## config.mk

```make
export PLATFORM = sky130hd
export DESIGN_NAME = sio_dmu_out_sched
export DESIGN_NICKNAME = d
export VERILOG_FILES = /design/src/rtl/sio_dmu_out_sched.sv
export SDC_FILE = /design/constraint.sdc
export NUM_CORES = 1
export LEC_CHECK = 0
export CORE_AREA = 2 2 262 264
export DETAILED_ROUTE_END_ITERATION = 8
export DIE_AREA = 0 0 264 266
export SLEW_MARGIN = 10
export SYNTH_ARGS = -nofsm -noshare
export SYNTH_HDL_FRONTEND = slang
export SYNTH_SLANG_ARGS = --single-unit
```

## constraint.sdc

```tcl
create_clock -name iol2clk_i -period 2 [get_ports iol2clk_i]
set_clock_uncertainty 0.1 [all_clocks]
set_input_delay 0.4 -clock iol2clk_i [delete_from_list [all_inputs] [get_ports iol2clk_i]]
set_output_delay 0.4 -clock iol2clk_i [all_outputs]
set_load 0.1 [all_outputs]
```

## src/rtl/sio_dmu_out_sched.sv

```systemverilog
// sio_dmu_out_sched: outbound scheduler that owns the SIU->DMU header/payload bus.
// It arbitrates round-robin between NREQ requesters and issues only when the DMU has a
// header credit. Each packet is one header cycle plus, for data packets, a turnaround
// cycle and four 128-bit payload beats.
//
// Ports:
//   iol2clk_i              clock, all logic on the rising edge
//   rst_i                  synchronous active-high reset
//   req_vld_i/req_hdr_i    per-requester packet pending and its 128-bit header
//   req_has_data_i         packet carries a 4-beat payload
//   req_ack_o              one-cycle ack, coincident with the header cycle
//   pld_pop_o/pld_data_i   show-ahead payload pop and beat, per requester
//   dmu_sio_credit_ret_i   DMU returns one header credit
//   sio_dmu_hdr_vld_o      header cycle
//   sio_dmu_datareq_o      header cycle of a packet with payload
//   sio_dmu_data_o         header or payload beat, 0 otherwise
//   sio_dmu_parity_o       even parity per 16-bit lane of sio_dmu_data_o
//   credit_cnt_o           credits available
//   credit_ovf_o           sticky: credit returned while already full
//   busy_o                 scheduler not idle
module sio_dmu_out_sched #(
   parameter int unsigned NREQ    = 2,
   parameter int unsigned CREDITS = 4
) (
   input  logic                iol2clk_i,
   input  logic                rst_i,
   input  logic [NREQ-1:0]     req_vld_i,
   input  logic [NREQ*128-1:0] req_hdr_i,
   input  logic [NREQ-1:0]     req_has_data_i,
   output logic [NREQ-1:0]     req_ack_o,
   output logic [NREQ-1:0]     pld_pop_o,
   input  logic [NREQ*128-1:0] pld_data_i,
   input  logic                dmu_sio_credit_ret_i,
   output logic                sio_dmu_hdr_vld_o,
   output logic                sio_dmu_datareq_o,
   output logic [127:0]        sio_dmu_data_o,
   output logic [7:0]          sio_dmu_parity_o,
   output logic [2:0]          credit_cnt_o,
   output logic                credit_ovf_o,
   output logic                busy_o
);

   localparam int unsigned IdxW    = (NREQ > 1) ? $clog2(NREQ) : 1;
   localparam logic [2:0]  CredMax = 3'(CREDITS);

   typedef enum logic [1:0] {StIdle, StHdr, StGap, StPld} state_e;

   state_e          state_q, state_d;
   logic [1:0]      bcnt_q, bcnt_d;
   logic [IdxW-1:0] last_q, last_d;   // last winner; also owner of the packet in flight
   logic [2:0]      credit_q, credit_d;
   logic            ovf_q, ovf_d;
   logic            hdr_vld_q, hdr_vld_d;
   logic            datareq_q, datareq_d;
   logic [127:0]    data_q, data_d;
   logic [7:0]      parity_q, parity_d;
   logic [NREQ-1:0] ack_q, ack_d;
   logic [NREQ-1:0] pop;

   logic [127:0]    hdr_a [NREQ];
   logic [127:0]    pld_a [NREQ];
   logic [IdxW-1:0] win, cand;
   logic            win_vld, arb_slot, grant;

   for (genvar r = 0; r < NREQ; r++) begin : g_unpack
      assign hdr_a[r] = req_hdr_i[128*r +: 128];
      assign pld_a[r] = pld_data_i[128*r +: 128];
   end

   // Round-robin: first valid requester after the last winner.
   always_comb begin
      win     = last_q;
      win_vld = 1'b0;
      cand    = last_q;
      for (int unsigned i = 0; i < NREQ; i++) begin
         cand = cand + IdxW'(1);
         if (!win_vld && req_vld_i[cand]) begin
            win_vld = 1'b1;
            win     = cand;
         end
      end
   end

   always_comb begin
      state_d   = state_q;
      bcnt_d    = bcnt_q;
      last_d    = last_q;
      data_d    = '0;
      hdr_vld_d = 1'b0;
      datareq_d = 1'b0;
      ack_d     = '0;
      pop       = '0;
      parity_d  = '0;

      case (state_q)
         StIdle: state_d = StIdle;
         StHdr:  state_d = datareq_q ? StGap : StIdle;
         StGap: begin
            pop[last_q] = 1'b1;
            data_d      = pld_a[last_q];
            bcnt_d      = '0;
            state_d     = StPld;
         end
         StPld: begin
            if (bcnt_q != 2'd3) begin
               pop[last_q] = 1'b1;
               data_d      = pld_a[last_q];
               bcnt_d      = bcnt_q + 2'd1;
            end else begin
               state_d = StIdle;
            end
         end
         default: state_d = StIdle;
      endcase

      // The last payload cycle also arbitrates, so a header can follow the final
      // beat directly and data headers stay six cycles apart.
      arb_slot = (state_q == StIdle) || ((state_q == StPld) && (bcnt_q == 2'd3));
      grant    = arb_slot && win_vld && (credit_q != '0);

      if (grant) begin
         data_d     = hdr_a[win];
         hdr_vld_d  = 1'b1;
         datareq_d  = req_has_data_i[win];
         ack_d[win] = 1'b1;
         last_d     = win;
         state_d    = StHdr;
      end

      for (int i = 0; i < 8; i++) begin
         parity_d[i] = ^data_d[16*i +: 16];
      end
   end

   // Credit accounting: +return -consume; a return while full saturates and flags.
   always_comb begin
      credit_d = credit_q;
      ovf_d    = ovf_q;
      if (dmu_sio_credit_ret_i && !grant) begin
         if (credit_q >= CredMax) begin
            ovf_d = 1'b1;
         end else begin
            credit_d = credit_q + 3'd1;
         end
      end else if (!dmu_sio_credit_ret_i && grant) begin
         credit_d = credit_q - 3'd1;
      end
   end

   always_ff @(posedge iol2clk_i) begin
      if (rst_i) begin
         state_q   <= StIdle;
         bcnt_q    <= '0;
         last_q    <= IdxW'(NREQ - 1);
         credit_q  <= CredMax;
         ovf_q     <= 1'b0;
         hdr_vld_q <= 1'b0;
         datareq_q <= 1'b0;
         data_q    <= '0;
         parity_q  <= '0;
         ack_q     <= '0;
      end else begin
         state_q   <= state_d;
         bcnt_q    <= bcnt_d;
         last_q    <= last_d;
         credit_q  <= credit_d;
         ovf_q     <= ovf_d;
         hdr_vld_q <= hdr_vld_d;
         datareq_q <= datareq_d;
         data_q    <= data_d;
         parity_q  <= parity_d;
         ack_q     <= ack_d;
      end
   end

   assign req_ack_o         = ack_q;
   assign pld_pop_o         = pop;
   assign sio_dmu_hdr_vld_o = hdr_vld_q;
   assign sio_dmu_datareq_o = datareq_q;
   assign sio_dmu_data_o    = data_q;
   assign sio_dmu_parity_o  = parity_q;
   assign credit_cnt_o      = credit_q;
   assign credit_ovf_o      = ovf_q;
   assign busy_o            = (state_q != StIdle);

endmodule

```

Word level (Yosys, flattened, before mapping)
Cells that the tools add are included.
- memories kept: 0
- output and inout bits: 147
- logic and storage cells: 102
- register bits: 149
- ROM bits: 0
- latch bits: 0
- memory bits (writable): 0
- input bits: 519
- mux-type cells: 35
- multipliers: 0
- bitwise gates (word level): 3
- magnitude comparators: 9
- equal/unequal tests: 9
- divide/modulo/power cells: 0
- shifts and indexed selects: 0
- reduce and logical (&&, ||, !) cells: 30
- add/subtract/negate cells: 5
- operators by type and width (operator ; number):
    $mux 128 ; 8
    $pmux 128 s2 ; 1
    $reduce_xor 16->1 ; 8
    $mux 1 ; 14
    $mux 3 ; 3
    $logic_and 1x1->1 ; 8
    $lt 1x2->1 const B ; 4
    $mux 2 ; 4
    $ne 2x2->1 const B ; 4
    $pmux 2 s2 ; 2
    $pmux 2 s4 ; 1
    $eq 2x2->1 const B ; 3
    $reduce_and 2->1 ; 3
    $reduce_bool 2->1 ; 3
    $ge 2x2->1 const B ; 2
    $not 1->2 ; 2
    $reduce_or 2->1 ; 2
    $add 3x1->3 const B ; 1
    $ge 3x3->1 const B ; 1
    $logic_not 1->1 ; 3
    $ne 3x3->1 const B ; 1
    $reduce_bool 3->1 ; 1
    $sub 3x1->3 const B ; 1
    $add 1x1->1 const B ; 2
    7 further kinds ; 9

Logic depth before layout (Yosys ltp)
Gate-level depths: netlist (run 1).
- word-level depth: 13
- depth in mapped cells: 9

Worst setup path before layout (run 1)
OpenSTA, ideal clock, no wires.
- kind: reg-to-output
- start: register last_q
- end: output port pld_pop_o[1]
- buffers on the path: 4
- required time: 1500 ps
- data arrival time: 2511 ps
- cell stages (with the launch flop): 6
- setup slack: -1011 ps
- cells stage by stage: dfxtp_1 -> buf_6 -> buf_2 -> buf_2 -> clkbuf_1 -> nor2b_1
- cells in the longest elaborated chain, start to end: 6
- elaborated cells on any way between the ends: 7
- RTL lines (item ; line ; RTL):
    start: declaration ; 50 ; logic [IdxW-1:0] last_q, last_d;
    start signal: assignment ; 154 ; last_q <= IdxW'(NREQ - 1);
    start signal: assignment ; 165 ; last_q <= last_d;
    $lt 1x2->1 (not written as such) or $ge 1x1->1 (tied branches) ; 99, 106 ;
    $logic_and 1x1->1 (not written as such) ; 99, 106 ;
    $mux 1 (not written as such) ; 99, 106 ;
    $demux 1 s1 * ; 99, 106 ;
    $mux 2 ; 105 ; if (bcnt_q != 2'd3) begin
    $pmux 2 s2 * ; 95 ; case (state_q)
    end: declaration ; 31 ; output logic [NREQ-1:0] pld_pop_o,
Every way passes the cells marked *; elsewhere a longest branch is shown, timed or not.

Worst setup path after layout (run 1)
- start: register state_q[0]
- end: register parity_q[7] (netlist: sio_dmu_parity_o[7])
- cells in the longest elaborated chain, start to end: 7
- elaborated cells on any way between the ends: 10
- RTL lines (item ; line ; RTL):
    start: declaration ; 48 ; state_e state_q, state_d;
    start signal: assignment ; 152 ; state_q <= StIdle;
    start signal: assignment ; 163 ; state_q <= state_d;
    $eq 2x2->1 ; 95, 118 ;
    $logic_and 1x1->1 ; 118 ; arb_slot = (state_q == StIdle) || ((state_q == StPld) && (bcnt_q == 2'd3));
    $logic_or 1x1->1 ; 118 ;
    $logic_and 1x1->1 (2 in series) ; 119 ; grant = arb_slot && win_vld && (credit_q != '0);
    $mux 128 * ; 121 ; if (grant) begin
    $reduce_xor 16->1 * ; 131 ; parity_d[i] = ^data_d[16*i +: 16];
    end signal: assignment ; 171 ; parity_q <= parity_d;
    end: declaration ; 56 ; logic [7:0] parity_q, parity_d;
Marks and branches as above.
A chain may end at the register's enable or synchronous reset.

==> flow_metrics.tcl, run 1 <==
set metrics [dict create \
    place.gp.congestion 0.928 \
    fmax_mhz 452 \
    netSwitchingFraction_pct 45.6 \
    top_layer "met5" \
    cp_data_required_time_ns 2.26 \
    violations "setup timing" \
    wl_met3_mm 6.52 \
    end_kind "register" \
    leakage_nw 10.8 \
    stdcell_area_sq_um 27000 \
    grt_pass1_wl_mm 98.8 \
    htreeDepth 4 \
    r2r_slack_ns -0.21 \
    synthArstFlopShare_pct 0 \
    vias_per_cell 4.46 \
    tightest_slew_ns 0.417 \
    core-area_sq_um 67700 \
    grt_max_degree 42 \
    root_buffer "clkbuf_16" \
    dpl_cell_area_sq_um 22600 \
    antenna_found_initial 7 \
    dieArea_sq_um 70200 \
    post_drt_wl_per_cell_microns 22.1 \
    ir_drop_mv 0.379 \
    path_clk_slew_ns 0.08 \
    ys_types 34 \
    setup_viol 62 \
    seq_power_share_pct 16.7 \
    min_path_type "primary input to register" \
    netlist_instances 1604 \
    pwr-share-comb_pct 66.3 \
    cts.sinks 149 \
    ys_seq_elements 149 \
    met1_length_mm 29.8 \
    grt_pass1_vias 15400 \
    p_per_area_nw_per_um2 828 \
    syn_area_per_cell_sq_um 7.85 \
    ioPinCount 666 \
    slew_headroom_pct 72.2 \
    crit_buf_inv 4 \
    final_max_slew_viol_count 0 \
    synth_edf_count 0 \
    crit_family "simple AND/OR/NAND/NOR gates" \
    pwr-share-clk_pct 17.1 \
    final_nets 3065 \
    numPortBuffers 665 \
    grt_use_total_pct 19.1 \
    wl_met2_mm 37.1 \
    ant_nets 0 \
    cts_tree "built" \
    cts_buffers 17 \
    first_pass_iters 6 \
    start_util_pct 18.6 \
    fp.dieH_microns 266 \
    netlist_area_sq_um 12600 \
    cts_hold_buf 0 \
    yosysWarnings 0 \
    worstPathArrival_ns 2.47 \
    criticalPathCategory "register to register" \
    cpMaxStageDelayCell "or4_4" \
    via_count 15300 \
    finalCritPeriodShare_pct 111 \
    rsz0062_at_grt "true" \
    yosysSeqAreaShare_pct 23.7 \
    cp_max_fo 3 \
    fp.dieW_microns 264 \
    clockBufferDepth 2 \
    critical_path.startpoint_type "register" \
    clkLatencyLatePin_ns 0.49 \
    p_sw_w 0.0102 \
    worst_slack_ns -0.211 \
    p_int_w 0.0122 \
    hold_violations 0 \
    synth_nets 2130 \
    rows 96 \
    path_cells "inv_4 -> buf_6 -> ha_4 -> a21oi_4 -> nor3_4 -> buf_6 -> buf_4 -> or4_4 -> o221ai_4 -> xnor2_1 -> nor2_1" \
    drv_cap 0 \
    drcViolationCount 0 \
    drt_iter0_markers 765 \
    p_total_w 0.0224 \
    wl_mm 76.0 \
    ys.flop_type "dfxtp_1" \
    overflow 0 \
    n_fill_cell 6652 \
    cpPeakStageDelay_ns 0.51 \
    status "complete, but fails checks" \
    area_growth_pct 115 \
    dpl.hpwl_mm 53.6 \
    drive_gt1_share_pct 32.0 \
    layout_min_cycle_time_ns 2.21 \
    crit_top_cell "buf_6" \
]
[synth_stat cells (2+ instances only)]
cell type,n,area (sq um)
ha_1,6,75.1
mux2i_1,134,1340
nor2b_1,2,12.5
nor3_1,5,25.0
xor2_1,48,420
buf_2,26,130
buf_1,5,18.8
nand2_1,276,1040
a21oi_1,14,70.1
a311oi_1,128,1120
xnor2_1,419,3670
a31oi_1,2,12.5
nor3b_1,2,15.0
clkbuf_1,68,255
o211ai_1,14,105
buf_4,8,60.1
dfxtp_1,149,2980
xnor3_1,2,45.0
nor2_1,273,1020
o21ai_0,4,20.0
inv_1,6,22.5
[state kept, by name, summed over array words and instances (netlist names)]
name               count
credit_ovf_o           1
last_q                 1
sio_dmu_parity_o       8
state_q                2
sio_dmu_data_o       128
req_ack_o              2
sio_dmu_datareq_o      1
bcnt_q                 2
sio_dmu_hdr_vld_o      1
credit_cnt_o           3
[area by class of cell]
| type | instances | area, sq um | area share, % |
|---|---|---|---|
| Antenna cell | 3 | 7.51 | 0.0278 |
| Tap cell | 882 | 1100 | 4.08 |
| Clock inverter | 13 | 191 | 0.708 |
| Multi-Input combinational cell | 1341 | 10600 | 39.2 |
| Clock buffer | 19 | 453 | 1.68 |
| Timing Repair Buffer | 1024 | 11600 | 43.0 |
| Sequential cell | 149 | 3010 | 11.1 |
| Inverter | 6 | 27.5 | 0.102 |
[placed cells by master, fill, tap and decap left out, types with 6 or more instances in the layout]
master and instances:
nand2_1 183, nor2_2 25, buf_8 24, o211ai_1 14, mux2i_2 9, xnor2_1 417
nand2_4 28, dfxtp_4 6, buf_6 60, buf_12 104, clkbuf_16 49, mux2i_4 10
buf_16 18, xor2_1 47, clkdlybuf4s50_1 517, dfxtp_1 141, nand2_2 65, mux2i_1 115
a21oi_1 10, nor2_4 13, a311oi_1 36, nor2_1 235, a311oi_2 91, buf_4 268
[worst paths after layout]
path                              startpoint                   to  depth (start not counted)
worst max register to register    state_q[0]  sio_dmu_parity_o[7]                         11
worst min register to register  credit_ovf_o         credit_ovf_o                          2
worst min-delay path                   rst_i           state_q[0]                          2
worst max-delay path              state_q[0]  sio_dmu_parity_o[7]                         11
[power groups by stage]
stage	clock network (W)	logic [W]	registers, W
floorplan	0	0.00414	0.00692
global placement	0	0.0121	0.00378
detailed placement	0	0.0121	0.00379
CTS	0.00395	0.0133	0.00373
global route	0.00405	0.0155	0.00377
finish	0.00382	0.0148	0.00373
[worst reg2reg max path, stage by stage, from the launching register on]
cell	delay [ns]
dfxtp_4	0.39
inv_4	0.05
buf_6	0.11
ha_4	0.16
a21oi_4	0.15
nor3_4	0.07
buf_6	0.14
buf_4	0.12
or4_4	0.51
o221ai_4	0.08
xnor2_1	0.14
nor2_1	0.06
[metal layers]
metal / vias to the layer above / GRT usage, %
met3: 99 / 5.55
li1: 7253 / -
met2: 730 / 33.3
met5: - / 0
met1: 7254 / 21.9
met4: 6 / 7.56
[kinds of logic (layout without fill, tap and decap cells)]
kind of cell / after synthesis / count (layout) / share of synthesized area [%]
AO/OA/AOI/OAI: 168 / 168 / 11.0
flip-flops: 149 / 149 / 23.7
other: 0 / 3 / 0
buffers and inverters: 114 / 1062 / 3.95
adder cells (fa/ha/maj): 7 / 7 / 0.755
AND/OR/NAND/NOR: 563 / 563 / 17.2
XOR/XNOR: 469 / 469 / 32.8
multiplexers: 134 / 134 / 10.6
[stage by stage]
step	std cells	hold WS (ns)	setup WS, ns	TNS, ns	utilization, %
after global routing	3436	0.162	-0.277	-9.83	39.9
after detailed placement	3292	0.369	-0.948	-42.78	33.4
after floorplan	1604	0.373	-0.0360	-0.0415	-
after CTS	3378	0.132	-0.271	-6.04	36.4
final	3437	0.199	-0.211	-2.51	39.9
after global placement	3292	0.350	-0.974	-40.18	33.4
[timing repair]
item / in CTS / in global routing
buffers inserted: 40 / 37
endpoints found under the setup margin: 89 / 142
hold endpoints to repair: 0 / 0
gates cloned: 16 / 35
pin swaps: 60 / 159
gates resized for setup: 126 / 357
(Power assumes the default switching activity.)
==> run 2: changes to the inputs <==
--- a/config.mk
+++ b/config.mk
@@ -6,9 +6,11 @@
 export NUM_CORES = 1
 export LEC_CHECK = 0
 export CORE_AREA = 2 2 262 264
+export CTS_CLUSTER_SIZE = 14
 export DETAILED_ROUTE_END_ITERATION = 8
 export DIE_AREA = 0 0 264 266
 export SLEW_MARGIN = 10
 export SYNTH_ARGS = -nofsm -noshare
 export SYNTH_HDL_FRONTEND = slang
 export SYNTH_SLANG_ARGS = --single-unit
+export TNS_END_PERCENT = 50
==> run 2 against run 1 <==
The flow still finishes with violations (setup timing). Via count shrank 0.38%. Total power decreased by 1.4%. Final area shrank 2.1%. Hold slack got worse by 0.011 ns. Critical path type unchanged. Critical endpoint unchanged. Largest cell class unchanged. Largest power group unchanged.
==> flow_metrics.tcl, run 2 (synthesized netlist as in run 1, its figures left out) <==
set metrics [dict create \
    ioPinCount 666 \
    ir_drop_mv 0.369 \
    p_int_w 0.0120 \
    rr_endpoint "sio_dmu_parity_o[7]" \
    first_pass_iters 5 \
    rsz0062_at_grt "true" \
    hold_violations 0 \
    critical_path.startpoint_type "register" \
    rows 96 \
    cp_data_required_time_ns 2.27 \
    startpoint "last_q" \
    fp.dieH_microns 266 \
    final_nets 3063 \
    violations "setup timing" \
    drv_cap 0 \
    via_count 15300 \
    fmax_mhz 447 \
    largest_reg_flops 128 \
    core-area_sq_um 67700 \
    status "complete, but fails checks" \
    stdcell_area_sq_um 26500 \
    grt_pass1_wl_mm 97.5 \
    clkLatencyLatePin_ns 0.49 \
    cts_tree "built" \
    cts.sinks 149 \
    worst_slack_ns -0.236 \
    setup_tns_ns -4.19 \
    drt_iter0_markers 745 \
    fp.dieW_microns 264 \
    area_growth_pct 110 \
    cp_max_fo 5 \
    root_buffer "clkbuf_16" \
    clockBufferDepth 2 \
    min_path_type "primary input to register" \
    layout_common_cells "clkdlybuf4s50_1 (517), xnor2_1 (417), buf_4 (277)" \
    n_fill_cell 6760 \
    seq_power_share_pct 16.9 \
    start_util_pct 18.6 \
    antenna_found_initial 5 \
    overflow 0 \
    layout_commonest_cell "clkdlybuf4s50_1" \
    dpl_cell_area_sq_um 22600 \
    dieArea_sq_um 70200 \
    grt_use_total_pct 18.8 \
    final_max_slew_viol_count 0 \
    ant_nets 0 \
    criticalPathCategory "register to register" \
    whs_path_depth 2 \
    endpoint "sio_dmu_parity_o[7]" \
    p_sw_w 0.0100 \
    leakage_nw 10.6 \
    place.gp.congestion 0.928 \
    grt_pass1_vias 15300 \
    setup_viol 81 \
    reg2reg_depth 8 \
    area.sequential_sq_um 3010 \
    wl_mm 74.9 \
    tightest_slew_ns 0.426 \
    pwr-share-clk_pct 17.3 \
    layout_min_cycle_time_ns 2.24 \
    dpl.hpwl_mm 53.6 \
    drive_gt1_share_pct 28.6 \
    slew_headroom_pct 71.6 \
    cts_buffers 17 \
    grt_max_degree 42 \
    r2r_slack_ns -0.24 \
    p_per_area_nw_per_um2 834 \
    finalCritPeriodShare_pct 112 \
    worstPathArrival_ns 2.50 \
    worst_r2r_startpoint "last_q" \
    htreeDepth 4 \
    path_clk_slew_ns 0.08 \
    netSwitchingFraction_pct 45.5 \
    drcViolationCount 0 \
    pwr-share-comb_pct 65.8 \
    numPortBuffers 665 \
    multiInputGateArea_sq_um 10200 \
    post_drt_wl_per_cell_microns 21.8 \
    vias_per_cell 4.45 \
    end_kind "register" \
]
run 2: power by group through the flow:
| stage | Clock, W | Sequential, W | Combinational [W] |
|---|---|---|---|
| floorplan | 0 | 0.00692 | 0.00414 |
| global placement | 0 | 0.00378 | 0.0121 |
| detailed placement | 0 | 0.00379 | 0.0121 |
| CTS | 0.00395 | 0.00373 | 0.0131 |
| global route | 0.00405 | 0.00377 | 0.0151 |
| finish | 0.00383 | 0.00373 | 0.0145 |
run 2: worst min path at each step:
stage | startpoint | to | slack [ns]
after CTS | rst_i | state_q[0] | 0.13
after floorplan | bcnt_q[0] | bcnt_q[0] | 0.37
after detailed placement | credit_ovf_o | credit_ovf_o | 0.37
final | rst_i | state_q[0] | 0.19
after global placement | credit_ovf_o | credit_ovf_o | 0.35
after global routing | rst_i | sio_dmu_parity_o[7] | 0.16
run 2: metal layers:
| layer | wire length (microns) | GRT usage, % | up-vias |
|---|---|---|---|
| met5 | 35 | 0 | - |
| met2 | 36100 | 32.7 | 674 |
| met4 | 2530 | 7.97 | 6 |
| met1 | 30000 | 21.4 | 7251 |
| li1 | - | - | 7257 |
| met3 | 6240 | 5.49 | 95 |
run 2: area by class of cell:
cell class              count  share of cell area (%)
repair buffers           1022                    43.5
clock buffers              19                    1.71
inverters                   6                   0.104
multi-input cells        1341                    38.4
well taps                 882                    4.17
clock inverters            13                   0.723
flip-flops and latches    149                    11.4
diodes                      2                  0.0189
run 2: worst max-delay path, cell delays in order, from the launching register on:
cell and delay (ns):
dfxtp_4 0.50, buf_12 0.16, buf_4 0.15, mux2i_2 0.30, xnor2_2 0.13, xnor2_2 0.18, a32oi_4 0.34, xnor2_1 0.18
nor2_1 0.07
run 2: stage by stage:
step	power (W)	setup WS (ns)	hold WS (ns)	std cells	utilization, %
floorplan	0.0111	-0.0360	0.373	1604	-
global route	0.0230	-0.300	0.164	3434	39.1
finish	0.0221	-0.236	0.188	3434	39.1
CTS	0.0208	-0.271	0.130	3365	36.1
detailed placement	0.0159	-0.948	0.369	3292	33.4
global placement	0.0158	-0.974	0.350	3292	33.4
run 2: repair_timing:
action / CTS / global route
setup endpoints to repair: 89 / 140
setup buffers: 28 / 46
gates cloned: 14 / 32
hold endpoints to repair: 0 / 0
pin swaps: 32 / 136
gates resized for setup: 116 / 251
hold buffers: 0 / 0
